--- config.mk ---
export PLATFORM = sky130hd
export DESIGN_NAME = polymult_arbiter
export DESIGN_NICKNAME = d
export VERILOG_FILES = /design/src/rtl/polymult_arbiter.sv
export SDC_FILE = /design/constraint.sdc
export NUM_CORES = 1
export LEC_CHECK = 0
export ABC_AREA = 1
export CORE_UTILIZATION = 44
export DETAILED_ROUTE_END_ITERATION = 6
export MAX_ROUTING_LAYER = met4
export PLACE_DENSITY = 0.86
export SLEW_MARGIN = 40
export SYNTH_ARGS = -nofsm -noshare
export SYNTH_HDL_FRONTEND = slang
export SYNTH_SLANG_ARGS = --single-unit
--- constraint.sdc ---
create_clock -name clk_i -period 2.1 [get_ports clk_i]
set_input_delay 0.525 -clock clk_i [delete_from_list [all_inputs] [get_ports clk_i]]
set_output_delay 0.525 -clock clk_i [all_outputs]
set_load 0.01 [all_outputs]
--- src/rtl/polymult_arbiter.sv ---
// Round-robin arbiter granting one of NREQ requesters exclusive use of the
// shared polynomial multiplier, with degree checking and a WAIT timeout.
module polymult_arbiter #(
  parameter int          NREQ    = 3,
  parameter logic [19:0] TIMEOUT = 20'd786432,
  parameter logic [10:0] DEGMAX  = 11'd756
) (
  input  logic              clk_i,
  input  logic              rst_i,
  input  logic [NREQ-1:0]   req_i,
  input  logic [11*NREQ-1:0] req_dega_i,
  input  logic [11*NREQ-1:0] req_degb_i,
  input  logic              mult_done_i,
  output logic              mult_start_o,
  output logic [10:0]       mult_dega_o,
  output logic [10:0]       mult_degb_o,
  output logic [1:0]        sel_o,
  output logic [NREQ-1:0]   grant_o,
  output logic [NREQ-1:0]   done_o,
  output logic [NREQ-1:0]   err_o,
  output logic              busy_o
);

  typedef enum logic [2:0] {IDLE, LOAD, START, WAIT, DONE, ERR} state_t;

  state_t            state_q, state_d;
  logic [1:0]        gIdx_q, gIdx_d;
  logic [1:0]        rrPtr_q, rrPtr_d;
  logic [19:0]       cnt_q, cnt_d;
  logic              start_q, start_d;
  logic [10:0]       dega_q, dega_d;
  logic [10:0]       degb_q, degb_d;
  logic [1:0]        sel_q, sel_d;
  logic [NREQ-1:0]   grant_q, grant_d;
  logic [NREQ-1:0]   done_q, done_d;
  logic [NREQ-1:0]   err_q, err_d;
  logic              busy_q, busy_d;

  logic              pickValid;
  logic [1:0]        pickIdx;
  logic [1:0]        cand;
  logic [10:0]       pickDega;
  logic [10:0]       pickDegb;
  logic [19:0]       cntInc;

  // Scan downward so the requester closest at/after rrPtr_q is the last writer.
  always_comb begin
    pickValid = 1'b0;
    pickIdx   = 2'd0;
    cand      = 2'd0;
    for (int i = NREQ - 1; i >= 0; i--) begin
      cand = 2'((int'(rrPtr_q) + i) % NREQ);
      if (req_i[cand]) begin
        pickValid = 1'b1;
        pickIdx   = cand;
      end
    end
  end

  always_comb begin
    pickDega = 11'd0;
    pickDegb = 11'd0;
    for (int i = 0; i < NREQ; i++) begin
      if (pickIdx == 2'(i)) begin
        pickDega = req_dega_i[i*11 +: 11];
        pickDegb = req_degb_i[i*11 +: 11];
      end
    end
  end

  assign cntInc = (cnt_q == 20'hFFFFF) ? cnt_q : cnt_q + 20'd1;

  always_comb begin
    state_d = state_q;
    gIdx_d  = gIdx_q;
    rrPtr_d = rrPtr_q;
    cnt_d   = cnt_q;
    start_d = 1'b0;
    dega_d  = dega_q;
    degb_d  = degb_q;
    sel_d   = sel_q;
    grant_d = grant_q;
    done_d  = '0;
    err_d   = '0;

    case (state_q)
      IDLE: begin
        grant_d = '0;
        sel_d   = 2'd0;
        dega_d  = 11'd0;
        degb_d  = 11'd0;
        if (pickValid) begin
          state_d          = LOAD;
          gIdx_d           = pickIdx;
          sel_d            = pickIdx;
          grant_d[pickIdx] = 1'b1;
          dega_d           = pickDega;
          degb_d           = pickDegb;
        end
      end
      LOAD: begin
        if (dega_q > DEGMAX || degb_q > DEGMAX) begin
          state_d = ERR;
          err_d   = grant_q;
        end else begin
          state_d = START;
          start_d = 1'b1;
          cnt_d   = 20'd0;
        end
      end
      START: begin
        state_d = WAIT;
        cnt_d   = cntInc;
      end
      // Completion takes priority over a timeout landing in the same cycle.
      WAIT: begin
        if (mult_done_i) begin
          state_d = DONE;
          done_d  = grant_q;
        end else if (cnt_q == TIMEOUT - 20'd1) begin
          state_d = ERR;
          err_d   = grant_q;
        end else begin
          cnt_d = cntInc;
        end
      end
      DONE, ERR: begin
        state_d = IDLE;
        rrPtr_d = (gIdx_q == 2'(NREQ - 1)) ? 2'd0 : gIdx_q + 2'd1;
        grant_d = '0;
        sel_d   = 2'd0;
        dega_d  = 11'd0;
        degb_d  = 11'd0;
      end
      default: begin
        state_d = IDLE;
        grant_d = '0;
      end
    endcase

    busy_d = (state_d != IDLE);
  end

  always_ff @(posedge clk_i or posedge rst_i) begin
    if (rst_i) begin
      state_q <= IDLE;
      gIdx_q  <= 2'd0;
      rrPtr_q <= 2'd0;
      cnt_q   <= 20'd0;
      start_q <= 1'b0;
      dega_q  <= 11'd0;
      degb_q  <= 11'd0;
      sel_q   <= 2'd0;
      grant_q <= '0;
      done_q  <= '0;
      err_q   <= '0;
      busy_q  <= 1'b0;
    end else begin
      state_q <= state_d;
      gIdx_q  <= gIdx_d;
      rrPtr_q <= rrPtr_d;
      cnt_q   <= cnt_d;
      start_q <= start_d;
      dega_q  <= dega_d;
      degb_q  <= degb_d;
      sel_q   <= sel_d;
      grant_q <= grant_d;
      done_q  <= done_d;
      err_q   <= err_d;
      busy_q  <= busy_d;
    end
  end

  assign mult_start_o = start_q;
  assign mult_dega_o  = dega_q;
  assign mult_degb_o  = degb_q;
  assign sel_o        = sel_q;
  assign grant_o      = grant_q;
  assign done_o       = done_q;
  assign err_o        = err_q;
  assign busy_o       = busy_q;

endmodule

==> run metrics <==
number of warning messages in the yosys log=0; R2R Path Start=rrPtr_q[1]; timing startpoint of the critical path=req_i[1]; total clock buffers created by CTS=9; routed wire length=11900 um; cell at the slowest stage of the critical path=sky130_fd_sc_hd__clkdlybuf4s50_1; core area=0.00872 mm^2; overall via count from detail_route=4444; IO buf count=106; leading cell types in the layout, fill and taps excluded=sky130_fd_sc_hd__nand2_1, sky130_fd_sc_hd__clkdlybuf4s50_1, sky130_fd_sc_hd__nor2_1; Global Route met3 Usage=6.29%; ys async rst share=100%; WP data required=2.33 ns; CTS sink count=62; cells taking the most area after synthesis=sky130_fd_sc_hd__dfrtp_1, sky130_fd_sc_hd__nand2_1, sky130_fd_sc_hd__nor2_1, sky130_fd_sc_hd__nand3_1, sky130_fd_sc_hd__inv_1; wire length per cell after detailed routing=14.3 um; clock-pin slew on the worst setup and hold paths=0.07 ns; leakage power=0.00261 uW; outcome=finished clean; total of cells resized after clock tree synthesis=0; most frequent standard cell in the layout excluding fill and tap cells=sky130_fd_sc_hd__nand2_1; clock tree root driver cell=sky130_fd_sc_hd__clkbuf_8; worst max-slew margin expressed relative to the limit=73.9%; worst slack after detailed placement=-0.185 ns; final slew viol count=0; I/O Pins=107; largest net degree at the start of global routing=63; final standard cell count with taps included and fillers excluded=831; Placed Cells=815; area leader, netlist=sky130_fd_sc_hd__dfrtp_1; grt peak-use layer=met2; Clock Path Buffers=2; first-pass GRT wire length=19800 um; H-tree levels=3; sequential element share of the synthesized area=39.2%; end of the worst register-to-register path=mult_dega_o[0]; DIE HEIGHT=96.8 um; cell seen most often among critical-path stages=sky130_fd_sc_hd__nand2_1; launching element type of the critical path=primary input; number of flip-flops and latches in the synthesized netlist=62; residual DRC count=0; post-placement cell area=0.00522 mm^2; met1 track demand over resource in global routing=30.1%; via count of the first global-routing pass=4253; Power Density=1300 mW/mm^2; number of antenna violations at the first check in global routing=0; Max Fanout on Critical Path=21; DRT Pass-1 Iters=5; count of unique library cells instantiated by Yosys=28; global routing usage summed across all routing layers=26.6%; total area of multi-input combinational cells=0.00213 mm^2; combined area of all synthesized cells=0.00396 mm^2; actual slew at the worst max-slew pin=0.389 ns; internal reg-to-reg setup slack=0.15 ns; fraction of the cycle the final worst path needs=94.6%; initial DRC count=260; post-CTS setup buffer count=0; kind of capture point of the worst setup path=flip-flop; signed area change from the synthesized netlist to the final layout=38.1%; Worst Hold Class=flip-flop to flip-flop; net count reported at finish=794; fill cell total of the finished layout=749; number of cells on the worst reg-to-reg path=11; area of all placed cells without fillers=0.00546 mm^2; largest voltage drop on the vdd net=0.000738 V; clk_lat worst skew=0.35 ns; syn nets=681; cells after synthesis=605; synthesized area per cell=6.54 um^2; DP HPWL=8830 um; final hold violation count=0; Routed Antenna Nets=0; worst endpoint data arrival time=2.22 ns; count of max-cap constraint violations=0; hold_ws=0.495 ns; capture point of the worst path=mult_dega_o[0]; clock tree from TritonCTS=built; final-report setup violation count=0; count of standard-cell rows=34; Initial Utilization=45.4%; final critical-path required period=1.99 ns; overall die area=0.00937 mm^2; vias per cell=5.35; Diodes inserted=0; grt met2 use=46.3%; crit path setup slack, layout=0.114 ns; cells traversed along the worst timing path=clkdlybuf4s50_1 > buf_4 > nand2_1 > o21ai_0 > o21ai_0 > nand3b_2 > nand2_2 > buf_12 > nor2_1 > nand2_1 > nand2_1; class of the most critical setup path=primary input to flip-flop; gp weighted congestion=0.946; Worst Clk Skew=0.0147 ns; fraction of synthesized cell area taken by the top area cell type=39.2%; EDFF count, synth=0; share of post-route cells with drive strength above 1=7.05%; worst stage delay on the critical path=0.42 ns; setup TNS after final layout=0 ns; highest clock frequency the design can meet=503 MHz; number of hold-repair buffers added at the cts stage=0; grt total ovfl=0; horizontal die dimension=96.8 um; top_reg_cell synth=sky130_fd_sc_hd__dfrtp_1; RSZ-0062 raised after global routing=no; Storage cell area=0.00155 mm^2; startpoint of the lowest-slack hold path=sel_o[0]
cell type report:
type	instances	area share, %
Tap cell	108	2.47
Inverter	45	3.09
Multi-Input combinational cell	475	39.0
Timing Repair Buffer	125	23.2
Clock inverter	4	0.985
Sequential cell	62	28.4
Clock buffer	12	2.84
Yosys cell counts (all sizes together), types with 6 or more instances:
cell    instances
a21oi          12
o21ai          10
nand3          58
inv            45
xor2            9
nor3            8
nand2         235
dfrtp          62
buf            19
nor2          100
nand3b          6
nand4          23
flip-flops by register name (all words and copies together) (netlist names):
name	cells
state_q	3
cnt_q	20
mult_degb_o	11
mult_start_o	1
grant_o	3
err_o	3
rrPtr_q	2
busy_o	1
done_o	3
mult_dega_o	11
gIdx_q	2
sel_o	2
where the power goes:
group	switching (uW)	total, uW	internal [uW]
clock network	486	1100	618
registers	299	1810	1510
logic	2500	4200	1690
worst max-delay path, delay by kind of cell:
family / cells / cell delay [ns]
compound gates: 2 / 0.40
simple gates: 6 / 0.55
buf+inv: 3 / 0.74
through the flow:
step                power (uW)  util [%]
floorplan                 4370         -
global placement          5740      59.9
detailed placement        5930      59.9
CTS                       7050      62.3
global route              7650      62.6
finish                    7110      62.6
routing by layer:
layer | vias up | share of wire (%)
met1 | 2079 | 39
met2 | 202 | 51
met5 | - | 0
li1 | 2142 | -
met3 | 21 | 7.6
met4 | 0 | 2.3
cell families (layout without fill, tap and decap cells):
family	after synthesis	after routing	synth area share (%)
simple gates	437	437	46.5
buf+inv	68	186	7.62
flops	62	62	39.2
compound gates	24	24	3.13
xor+xnor	10	10	2.21
fa+ha+maj	4	4	1.27
worst min path at each step:
stage           endpoint  cells past startpoint
4_1_cts         sel_o[0]                      2
5_1_grt         sel_o[1]                      2
6_report        sel_o[0]                      2
3_3_place_gp    sel_o[0]                      2
2_1_floorplan  cnt_q[19]                      2
3_5_place_dp    sel_o[0]                      2
(Power assumes the default switching activity.)
